File: src/rtl/axi_arb_pkg.sv
// Shared types and the round-robin search used by the AXI write arbiter.
// Searches start one past the last winner and wrap, so every requester gets a turn.
package axi_arb_pkg;

    typedef logic [1:0] state_t;

    localparam state_t ST_IDLE = 2'd0;
    localparam state_t ST_ADDR = 2'd1;
    localparam state_t ST_DATA = 2'd2;
    localparam state_t ST_RESP = 2'd3;

    localparam int MAX_NUM = 16;

    typedef struct packed {
        logic       found;
        logic [3:0] idx;
    } pick_t;

    // First asserted request at last+1, last+2, ... modulo num.
    function automatic pick_t rr_pick(input logic [MAX_NUM-1:0] req,
                                      input logic [3:0]         last,
                                      input int                 num);
        pick_t res;
        int    idx;
        res = '0;
        for (int k = 1; k <= MAX_NUM; k++) begin
            idx = (int'(last) + k) % num;
            if (k <= num && !res.found && req[idx[3:0]]) begin
                res.found = 1'b1;
                res.idx   = idx[3:0];
            end
        end
        return res;
    endfunction

endpackage

File: src/rtl/axi_rr_pick.sv
// Combinational round-robin selector: picks the next requester after 'last'.
module axi_rr_pick
    import axi_arb_pkg::*;
#(
    parameter int NUM = 4,
    parameter int IW  = (NUM > 1) ? $clog2(NUM) : 1
) (
    input  logic [NUM-1:0] req,
    input  logic [IW-1:0]  last,
    output logic           found,
    output logic [IW-1:0]  idx
);

    pick_t pick;

    always_comb begin
        pick = rr_pick(MAX_NUM'(req), 4'(last), NUM);
    end

    assign found = pick.found;
    assign idx   = IW'(pick.idx);

endmodule

File: src/rtl/axi_wr_arbiter.sv
// N-to-1 round-robin arbiter for one AXI write port; the grant is held from
// AW selection through the B handshake so W beats and B always match the winner.
module axi_wr_arbiter
    import axi_arb_pkg::*;
#(
    parameter int NUM    = 4,
    parameter int ASIZE  = 32,
    parameter int DSIZE  = 64,
    parameter int IDSIZE = 4,
    parameter int LSIZE  = 8
) (
    input  logic                  axi_aclk,
    input  logic                  axi_aresetn,
    input  logic [NUM-1:0]        s_awvalid,
    output logic [NUM-1:0]        s_awready,
    input  logic [NUM*ASIZE-1:0]  s_awaddr,
    input  logic [NUM*LSIZE-1:0]  s_awlen,
    input  logic [NUM-1:0]        s_wvalid,
    output logic [NUM-1:0]        s_wready,
    input  logic [NUM*DSIZE-1:0]  s_wdata,
    input  logic [NUM-1:0]        s_wlast,
    output logic [NUM-1:0]        s_bvalid,
    input  logic [NUM-1:0]        s_bready,
    output logic [1:0]            s_bresp,
    output logic                  m_awvalid,
    input  logic                  m_awready,
    output logic [IDSIZE-1:0]     m_awid,
    output logic [ASIZE-1:0]      m_awaddr,
    output logic [LSIZE-1:0]      m_awlen,
    output logic                  m_wvalid,
    input  logic                  m_wready,
    output logic [DSIZE-1:0]      m_wdata,
    output logic                  m_wlast,
    input  logic                  m_bvalid,
    output logic                  m_bready,
    input  logic [IDSIZE-1:0]     m_bid,
    input  logic [1:0]            m_bresp,
    output logic [NUM-1:0]        grant,
    output logic                  busy,
    output logic                  len_err,
    output logic                  id_err
);

    localparam int IW = (NUM > 1) ? $clog2(NUM) : 1;

    state_t            state;
    logic [IW-1:0]     gnt_idx;
    logic [IW-1:0]     rr_last;
    logic [LSIZE-1:0]  beats;
    logic              pick_found;
    logic [IW-1:0]     pick_idx;
    logic [NUM-1:0]    onehot;

    logic [ASIZE-1:0]  aw_addr [NUM];
    logic [LSIZE-1:0]  aw_len  [NUM];
    logic [DSIZE-1:0]  w_data  [NUM];

    for (genvar i = 0; i < NUM; i++) begin : g_unpack
        assign aw_addr[i] = s_awaddr[i*ASIZE +: ASIZE];
        assign aw_len[i]  = s_awlen[i*LSIZE +: LSIZE];
        assign w_data[i]  = s_wdata[i*DSIZE +: DSIZE];
    end

    axi_rr_pick #(.NUM(NUM), .IW(IW)) u_pick (
        .req   (s_awvalid),
        .last  (rr_last),
        .found (pick_found),
        .idx   (pick_idx)
    );

    assign onehot = NUM'(1) << gnt_idx;
    assign busy   = (state != ST_IDLE);
    assign grant  = busy ? onehot : '0;

    // Every mux output is forced to zero outside its own phase, so IDLE and
    // reset present a fully quiet port.
    always_comb begin
        // NOTE: every combinational output gets a default first; a path that
        // leaves one unassigned would infer a latch.
        s_awready = '0;
        s_wready  = '0;
        s_bvalid  = '0;
        s_bresp   = '0;
        m_awvalid = 1'b0;
        m_awid    = '0;
        m_awaddr  = '0;
        m_awlen   = '0;
        m_wvalid  = 1'b0;
        m_wdata   = '0;
        m_wlast   = 1'b0;
        m_bready  = 1'b0;
        case (state)
            ST_ADDR: begin
                m_awvalid = s_awvalid[gnt_idx];
                s_awready = onehot & {NUM{m_awready}};
                m_awid    = IDSIZE'(gnt_idx);
                m_awaddr  = aw_addr[gnt_idx];
                m_awlen   = aw_len[gnt_idx];
            end
            ST_DATA: begin
                m_wvalid = s_wvalid[gnt_idx];
                s_wready = onehot & {NUM{m_wready}};
                m_wdata  = w_data[gnt_idx];
                m_wlast  = s_wlast[gnt_idx];
            end
            ST_RESP: begin
                s_bvalid = onehot & {NUM{m_bvalid}};
                m_bready = s_bready[gnt_idx];
                s_bresp  = m_bresp;
            end
            default: ;
        endcase
    end

    // NOTE: asynchronous active-low reset; every register, including the
    // sticky error flags, is cleared here and nowhere else.
    always_ff @(posedge axi_aclk or negedge axi_aresetn) begin
        if (!axi_aresetn) begin
            state   <= ST_IDLE;
            gnt_idx <= '0;
            rr_last <= IW'(NUM - 1);
            beats   <= '0;
            len_err <= 1'b0;
            id_err  <= 1'b0;
        end else begin
            // NOTE: non-blocking assignments so every register samples the
            // pre-edge values of its peers.
            case (state)
                ST_IDLE: begin
                    if (pick_found) begin
                        gnt_idx <= pick_idx;
                        state   <= ST_ADDR;
                    end
                end
                ST_ADDR: begin
                    if (m_awvalid && m_awready) begin
                        beats <= aw_len[gnt_idx];
                        state <= ST_DATA;
                    end else if (!m_awvalid) begin
                        state <= ST_IDLE;
                    end
                end
                ST_DATA: begin
                    if (m_wvalid && m_wready) begin
                        if (m_wlast != (beats == '0))
                            len_err <= 1'b1;
                        if (beats != '0)
                            beats <= beats - 1'b1;
                        if (m_wlast)
                            state <= ST_RESP;
                    end
                end
                ST_RESP: begin
                    if (m_bvalid && m_bready) begin
                        if (m_bid != IDSIZE'(gnt_idx))
                            id_err <= 1'b1;
                        rr_last <= gnt_idx;
                        state   <= ST_IDLE;
                    end
                end
                default: state <= ST_IDLE;
            endcase
        end
    end

endmodule

File: config.mk
export PLATFORM = sky130hd
export DESIGN_NAME = axi_wr_arbiter
export DESIGN_NICKNAME = d
export VERILOG_FILES = /design/src/rtl/axi_arb_pkg.sv /design/src/rtl/axi_rr_pick.sv /design/src/rtl/axi_wr_arbiter.sv
export SDC_FILE = /design/constraint.sdc
export NUM_CORES = 1
export LEC_CHECK = 0
export CAP_MARGIN = 20
export CORE_AREA = 5 5 219 221
export CTS_CLUSTER_DIAMETER = 60
export DETAILED_ROUTE_END_ITERATION = 12
export DIE_AREA = 0 0 224 226
export SYNTH_ARGS = -nofsm -noshare
export SYNTH_HDL_FRONTEND = slang
export SYNTH_SLANG_ARGS = --single-unit
File: constraint.sdc
create_clock -name axi_aclk -period 1.98 [get_ports axi_aclk]
set_input_delay 0.396 -clock axi_aclk [delete_from_list [all_inputs] [get_ports axi_aclk]]
set_output_delay 0.396 -clock axi_aclk [all_outputs]
set_load 0.005 [all_outputs]
==> Word level (Yosys, flattened, before mapping) <==
Index checks and enable logic that the tools add are counted.
{ "word_totals": {"ff_bits": 16, "input_bits": 443, "out_inout_bits": 133, "word_cells": 115} }
{ "classes": {"n_addsub": 5, "n_lt_le_gt_ge": 6, "n_eq_ne": 12, "shift": 1, "mux": 53, "n_bitwise": 8, "n_reduce_logical": 24} }
{ "op_table": {"columns": ["cell", "n"], "rows": [
  ["two-way mux 64 bit", 3],
  ["binary-select mux 64 bit (select 2 bit)", 1],
  ["two-way mux 32 bit", 3],
  ["binary-select mux 32 bit (select 2 bit)", 1],
  ["two-way mux 8 bit", 6],
  ["less-than comparator 4 x 5 -> 1 bit (second input constant)", 4],
  ["two-way mux 5 bit", 4],
  ["binary-select mux 8 bit (select 2 bit)", 1],
  ["two-way mux 2 bit", 8],
  ["two-way mux 4 bit", 4],
  ["case mux 8 bit (2 select lines)", 1],
  ["AND 4 bit", 3],
  ["binary-select mux 1 bit (select 3 bit)", 4],
  ["two-way mux 1 bit", 12],
  ["inequality test 2 bit (second input constant)", 5],
  ["binary-select mux 1 bit (select 2 bit)", 4],
  ["logical NOT 8 bit", 1],
  ["case mux 2 bit (4 select lines)", 1],
  ["nonzero test 8 bit", 1],
  ["OR reduction 2 bit", 4],
  ["subtractor 8 x 1 -> 8 bit (second input constant)", 1],
  ["logical AND 1 bit", 6],
  ["AND reduction 3 bit", 2],
  ["AND reduction 5 bit", 1],
  ["other kinds (18)", 28]
]} }

==> Longest topological paths before layout <==
Gate-level depths: netlist (run 1).
{ "depth": {"depth_word": 17, "depth_mapped": 7, "depth_no_buf": 5} }

==> Cells and area by module <==
From an unflattened synthesis (run 1), not the netlist that was laid out.
{ "hier_totals": {"cells_unflattened": 412, "area_unflattened_um2": 4575.6} }
{ "modules_own_cells": {"columns": ["module", "n_inst", "cells_per_inst", "area_per_inst_um2", "seq_area_each_um2"], "rows": [
  ["axi_wr_arbiter", 1, 398, 4484.3, 402.9],
  ["axi_rr_pick", 1, 14, 91.3, 0.0]
]} }

==> Least setup slack after synthesis (run 1) <==
OpenSTA, ideal clock, no wires.
{ "synth_timing": {"kind": "register -> output", "start": "register gnt_idx[0]", "end": "output port m_awaddr[0]", "arrival_time_ns": 1.730, "t_required_ns": 1.584, "path_slack_ns": -0.146, "path_stages_with_launch": 6, "n_path_buf": 3, "path_cell_list": "dfrtp_1 > buf_6 > buf_2 > buf_2 > mux4_2 > and2_1"} }
{ "synth_between": {"elab_chain_cells": 5} }
{ "synth_lines": {"columns": ["item", "line_no", "rtl"], "rows": [
  ["from (decl)", "axi_wr_arbiter.sv:47", "logic [IW-1:0] gnt_idx;"],
  ["from (signal assigned)", "axi_wr_arbiter.sv:131", "gnt_idx <= pick_idx;"],
  ["NOT 2 -> 3 bit (implied by the code)", "axi_wr_arbiter.sv:97", "m_awaddr = aw_addr[gnt_idx];"],
  ["binary-select mux 32 bit (select 2 bit)", "axi_wr_arbiter.sv:97", null],
  ["two-way mux 32 bit (implied by the code) (2 in series)", "axi_wr_arbiter.sv:97", null],
  ["two-way mux 32 bit", "axi_wr_arbiter.sv:92", "case (state)"],
  ["to (decl)", "axi_wr_arbiter.sv:28", "output logic [ASIZE-1:0] m_awaddr,"]
]} }
No other way between the ends. The select of a mux whose other input is x is not followed.

==> Worst setup path in the final report (run 1) <==
{ "layout_timing": {"start": "register gnt_idx[0]", "end": "output port m_awlen[6]"} }
{ "layout_between": {"elab_chain_cells": 5} }
{ "layout_lines": {"columns": ["item", "line_no", "rtl"], "rows": [
  ["NOT 2 -> 3 bit (implied by the code)", "axi_wr_arbiter.sv:98", "m_awlen = aw_len[gnt_idx];"],
  ["binary-select mux 8 bit (select 2 bit)", "axi_wr_arbiter.sv:98", null],
  ["two-way mux 8 bit (implied by the code) (2 in series)", "axi_wr_arbiter.sv:98", null],
  ["two-way mux 8 bit", "axi_wr_arbiter.sv:92", null],
  ["to (decl)", "axi_wr_arbiter.sv:29", "output logic [LSIZE-1:0] m_awlen,"]
]} }
No other way between the ends. The select of a mux whose other input is x is not followed.

==> impl_metrics.ini, run 1 <==
[outcome]
violations = negative setup slack
status = complete, but fails checks

[floorplan]
fp-row-count = 79
core_mm2 = 0.0460
start_util_pct = 9.73
dieArea_mm2 = 0.0506
ioPinCount = 576
fp.dieW_um = 224
die_h_um = 226

[timing]
rsz0062_at_grt = yes
hold_viol = 0
fin_ws_ns = -0.635
final.setup.tns_ns = -51.37
holdWs_ns = 0.469
max_freq_ghz = 0.382
finClkSkew_ns = 0.00320
drv_slew = 0
period_share_pct = 132
setup_violations = 113
final.min_clock_period_ns = 2.61

[place]
dp_cells = 1633
gp_congestion = 0.903
placedInstanceArea_mm2 = 0.0116
dp_hpwl_um = 27300
portBuffers = 573

[clock_network]
cts_buffers = 3
cts_tree = yes
cts_root_buf = clkbuf_16
htree_levels = 1
clock-sinks = 16
clk_path_buf_depth = 2
clk_latency_ns = 0.25
clk_pin_slew_ns = 0.05
postCtsHoldBufs = 0

[cells_and_area]
area_delta_synth_final_pct = 171
fin_area_mm2 = 0.0121
stdcell_count = 1660
drive_gt1_share_pct = 29.6
layout.nets = 1498

[drt]
firstDrtPassIters = 4
drc = 0
drtAntennaViolNets = 0
routed_via_density = 3.87
wirelength_um = 31900
drt_iter0_markers = 285
routedWlPerCell_um = 19.2
dr_total_vias = 6424

[worst_hold_path]
hold_class = primary input to async pin

[critical_path]
crit_fanout = 15
crit_path_start_kind = flop
path_buf_inv = 3
slowest_delay_ns = 0.53
crit_chain = buf_12, buf_6, mux4_2, and2_1, clkdlybuf4s50_1
path_class = flop to output port
critPathTopFamily = buffers and inverters
path_depth = 5
slowest_stage = mux4_2
reg2reg_depth = 7
cp-end-kind = output port
arrival_ns = 2.22
cp.required_ns = 1.58

[synth]
ys_seq_elements = 16
avgSynthCellArea_um2 = 11.1
yosys_warnings = 0
synth_area_mm2 = 0.00447
postSynthCellCount = 402
synthDistinctLibCells = 44
seq_area_frac_synth_pct = 9.01

[job]
drv_cap = 0

[global_routing]
overflow = 0
grt_pass1_wl_um = 44700
grt_max_degree = 30
grt_usage_pct = 11.5
grt_pass1_vias = 7132
antenna_found_initial = 6

[power_and_ir_drop]
ir_worst_vdd_mv = 0.600
power_density_mw_per_mm2 = 953
power_w = 0.0116
leakage_nw = 4.74
## what timing repair did
item                                    in CTS  in global routing
pin swaps                                    3                  5
gates resized for setup                    179                 53
setup buffers                               10                  6
cloned                                       5                  1
endpoints found under the setup margin     139                135
## synth_stat cells, drive strengths merged
cell type	number	share of area, %
a31o	1	0.20
nor4	2	0.42
nand4	2	0.28
o21ai	6	0.67
a2bb2oi	4	0.78
buf	24	2.8
conb	1	0.084
nor3	7	0.78
o31a	1	0.20
a221oi	2	0.39
nor2	20	1.7
nand2	11	0.92
o32ai	1	0.20
ha	2	0.56
or4	1	0.17
o31ai	1	0.17
o22ai	2	0.28
o2bb2ai	1	0.20
nand2b	5	0.70
nand3	7	0.78
a21oi	10	1.1
and2	109	15
mux2	2	0.50
inv	8	0.67
clkbuf	23	1.9
xnor2	2	0.39
and3	2	0.28
dfrtp	14	7.8
xor2	2	0.39
a2111oi	2	0.81
nor2b	4	0.56
dfstp	2	1.2
a41o	1	0.22
and3b	1	0.20
mux4	108	54
a211oi	6	1.0
mux2i	2	0.45
o21bai	3	0.50
## layout make-up
cell class              count  area (um^2)
fillers                  4858        33800
repair buffers            692         6830
multi-input cells         332         4000
well taps                 607          759
flip-flops and latches     16          410
clock buffers               4         88.8
inverters                   8         30.0
diodes                      1         2.50
## power by group
group / internal, W / switching, W / total [W]
clock: 0.000307 / 0.000137 / 0.000444
sequential: 0.000518 / 0.000201 / 0.000720
combinational: 0.00645 / 0.00394 / 0.0104
## worst reg2reg max path, delay by kind of cell, from the launching register on
kind                   cells  cell delay, ns
AO/OA/AOI/OAI              1            0.34
buffers and inverters      3            0.47
multiplexers               1            0.55
AND/OR/NAND/NOR            1            0.19
flip-flops                 1            0.45
XOR/XNOR                   1            0.15
## cells by family after synthesis
group / after synthesis / share of synthesized area [%]
XOR/XNOR: 4 / 0.783
multiplexers: 112 / 55.3
adder cells (fa/ha/maj): 2 / 0.559
other: 1 / 0.0838
AND/OR/NAND/NOR: 171 / 22.1
buffers and inverters: 55 / 5.43
flip-flops: 16 / 9.01
AO/OA/AOI/OAI: 41 / 6.74
## per-stage QoR
stage               setup slack [ns]  util (%)
global route                  -0.716      26.4
detailed placement            -0.457      25.3
CTS                           -0.655      26.1
global placement              -0.464      25.3
floorplan                    -0.0237         -
finish                        -0.635      26.4
## worst paths after layout
| check | startpoint | end | slack (ns) |
|---|---|---|---|
| hold reg to reg | id_err$_DFFE_PN0P_ | id_err$_DFFE_PN0P_ | 0.47 |
| max in group asynchronous | axi_aresetn | beats[7]$_DFFE_PN0P_ | 1.05 |
| hold / removal | axi_aresetn | async pin | 0.47 |
| min in group axi_aclk | id_err$_DFFE_PN0P_ | id_err$_DFFE_PN0P_ | 0.47 |
| setup reg to reg | gnt_idx[0]$_DFFE_PN0P_ | state[0]$_DFFE_PN0P_ | -0.24 |
| setup / recovery | gnt_idx[0]$_DFFE_PN0P_ | m_awlen[6] | -0.63 |
## placed cells by master, fill, tap and decap left out, drive strengths merged, types with 10 or more instances in the layout
| master | n |
|---|---|
| dfrtp | 14 |
| clkbuf | 15 |
| a21oi | 10 |
| nand2 | 11 |
| dlygate4sd2 | 17 |
| mux4 | 108 |
| clkdlybuf4s50 | 508 |
| and2 | 109 |
| buf | 141 |
| nor2 | 20 |
## per-layer routing
layer	GRT usage (%)	wire length, um	share of wire, %
met4	1.84	534	1.7
met5	0	20	0.063
met2	20.3	16100	50
met1	14.5	12700	40
met3	3.04	2570	8.1
## registers in the layout, indices dropped and copies added (netlist names), named ones only
name and count:
state 1, beats 8, gnt_idx 2, id_err 1, len_err 1, rr_last 2
(Power assumes the default switching activity.)
==> inputs of run 2 (changes only) <==
ABC_AREA = 1   (was not set)
CORE_AREA = 5 5 221 223   (was 5 5 219 221)
CTS_CLUSTER_SIZE = 8   (was not set)
DIE_AREA = 0 0 226 228   (was 0 0 224 226)
==> impl_metrics.ini, run 2 <==
[cells_and_area]
drive_gt1_share_pct = 41.1
largest_register_ffs = 8
largest_register = beats
final_util_pct = 29.3
fill_cells = 4960
area_delta_synth_final_pct = 231
layout_commonest_cell = clkdlybuf4s50_1
mostFrequentLayoutCells = 446 x clkdlybuf4s50_1, 153 x a22oi_2, 111 x nand2_1
largestRegisters = beats x8, gnt_idx x2, rr_last x2
layout.nets = 1819

[power_and_ir_drop]
combPwrFrac_pct = 93.3
p_int_w = 0.00853
seqPwrFrac_pct = 4.0
swShare_pct = 47.9
clockPowerShare_pct = 2.7
ir_worst_vdd_mv = 0.652
leakage_nw = 5.64
power_density_mw_per_mm2 = 1200
power.switching_w = 0.00784

[critical_path]
reg2reg_depth = 15
cp-end-kind = output port
slowest_delay_ns = 0.44
startpoint = gnt_idx[1]$_DFFE_PN0P_
path_class = flop to output port
slowest_stage = dfrtp_2
arrival_ns = 1.88
r2r-start = gnt_idx[1]$_DFFE_PN0P_
critPathTopFamily = buffers and inverters
cp.required_ns = 1.58
r2r_setup_slack_ns = 0
path_buf_inv = 6
cpMostUsedCell = buf_12
crit_path_start_kind = flop
crit_chain = nor2_4, buf_12, buf_12, buf_12, buf_6, buf_8, a22oi_2, a31oi_1, clkbuf_2
crit_fanout = 5

[timing]
setup_violations = 114
fin_ws_ns = -0.292
holdWs_ns = 0.476
final.min_clock_period_ns = 2.27
drv_slew = 0
rsz0062_at_grt = yes
period_share_pct = 115
hold_viol = 0
final.setup.tns_ns = -18.78
max_freq_ghz = 0.440
finClkSkew_ns = 0.00316

[synth]
yosysMostFrequentCell = a22oi_1
async_reset_ff_share_pct = 100
synth_top_area_share_pct = 35.6
synthDistinctLibCells = 33
yosys_most_used_dff = dfrtp_1
postSynthCellCount = 658
synthTopCellsByCount = 195 x a22oi_1, 120 x nand2_1, 107 x a21oi_1, 33 x nor2_1, 31 x inv_1
yosys_warnings = 0
synth_area_leaders = a22oi_1 36%, a21oi_1 13%, nand2_1 11%
synth_edf_count = 0
synth_area_leader_cell = a22oi_1
seq_area_frac_synth_pct = 9.80
ys_seq_elements = 16
synth_area_mm2 = 0.00411
avgSynthCellArea_um2 = 6.25

[clock_network]
clk_path_buf_depth = 2
postCtsHoldBufs = 0
cts_root_buf = clkbuf_16
clk_pin_slew_ns = 0.05
clk_latency_ns = 0.25
cts_buffers = 3
htree_levels = 1
cts_tree = yes
clock-sinks = 16

[global_routing]
antenna_found_initial = 26
grt_pass1_vias = 8401
grt_pass1_wl_um = 62000
overflow = 0
grt_usage_pct = 16.5
grt_max_degree = 52

[drt]
firstDrtPassIters = 5
dr_total_vias = 8617
drc = 0
drtAntennaViolNets = 0
drt_iter0_markers = 526
routedWlPerCell_um = 26.2
routed_via_density = 4.33
wirelength_um = 52100

[floorplan]
ioPinCount = 576
start_util_pct = 8.87
fp-row-count = 79
fp.dieW_um = 226
die_h_um = 228
dieArea_mm2 = 0.0515
core_mm2 = 0.0464

[job]
drv_cap = 0

[place]
gp_congestion = 0.967
dp_hpwl_um = 35900
portBuffers = 573

[outcome]
violations = negative setup slack
status = complete, but fails checks

[worst_hold_path]
hold_class = primary input to async pin
-- run 2: changes by cell type after synthesis, sizes merged, moves of 19 or more --
cell / change
a22oi: +200
nand2: +125
nor2: +19
inv: +32
mux4: -108
buf: +30
a21oi: +97
and2: -107
-- run 2: worst max path at each step --
stage / end / slack [ns] / cells after the start
global placement: s_wready[1] / -0.53 / 6
finish: m_awlen[3] / -0.29 / 9
floorplan: m_awaddr[10] / 0.30 / 6
global route: m_wlast / -0.35 / 10
detailed placement: s_wready[1] / -0.49 / 6
CTS: m_wdata[6] / -0.59 / 8
-- run 2: cell type report --
class | instances | area (um^2) | share of cell area (%)
antenna | 10 | 25.0 | 0.184
inverter | 40 | 209 | 1.54
sequential | 16 | 405 | 2.98
multi-input combinational | 540 | 4210 | 31.0
timing repair buffer | 772 | 7880 | 58.0
clock buffer | 4 | 88.8 | 0.653
tap | 607 | 759 | 5.59
timing repair inverter | 1 | 16.3 | 0.120
-- run 2: power groups by stage --
stage               registers [W]  logic, W  clock network [W]
detailed placement       0.000654    0.0101                  0
CTS                      0.000646    0.0120           0.000450
finish                   0.000656    0.0153           0.000441
global placement         0.000643    0.0100                  0
global route             0.000674    0.0162           0.000469
floorplan                0.000586   0.00469                  0
-- run 2: per-layer routing --
metal  GRT usage, %  routed length, um  share of wire [%]
met1           20.3              20900                 40
met2           28.0              25600                 49
met4           6.05               1670                3.2
met5              0                 53               0.10
met3           3.93               3960                7.6
-- run 2: kinds of logic (layout without fill, tap and decap cells) --
logic type / after synthesis / count (layout) / synth area share (%)
adders and majority gates: 2 / 2 / 0.609
and+or+nand+nor: 203 / 203 / 21.6
buffers and inverters: 103 / 817 / 13.7
other: 1 / 12 / 0.0912
DFF: 16 / 16 / 9.80
xor gates and xnor gates: 3 / 3 / 0.639
AOI/OAI and AO/OA: 330 / 330 / 53.6
-- run 2: through the flow --
stage | instance area (um^2) | worst slack, ns | cells | total power (W)
3_3_place_gp | 11200 | -0.535 | 1887 | 0.0107
6_report | 13600 | -0.292 | 1990 | 0.0164
4_1_cts | 12000 | -0.592 | 1918 | 0.0131
5_1_grt | 13600 | -0.351 | 1990 | 0.0174
2_1_floorplan | 4120 | 0.304 | 659 | 0.00528
3_5_place_dp | 11200 | -0.494 | 1887 | 0.0108
-- run 2: repair_timing --
item,4_1_cts,5_1_grt
pin swaps,21,88
setup endpoints to repair,129,133
resized for setup,244,457
cloned,14,18
buffers inserted,15,54
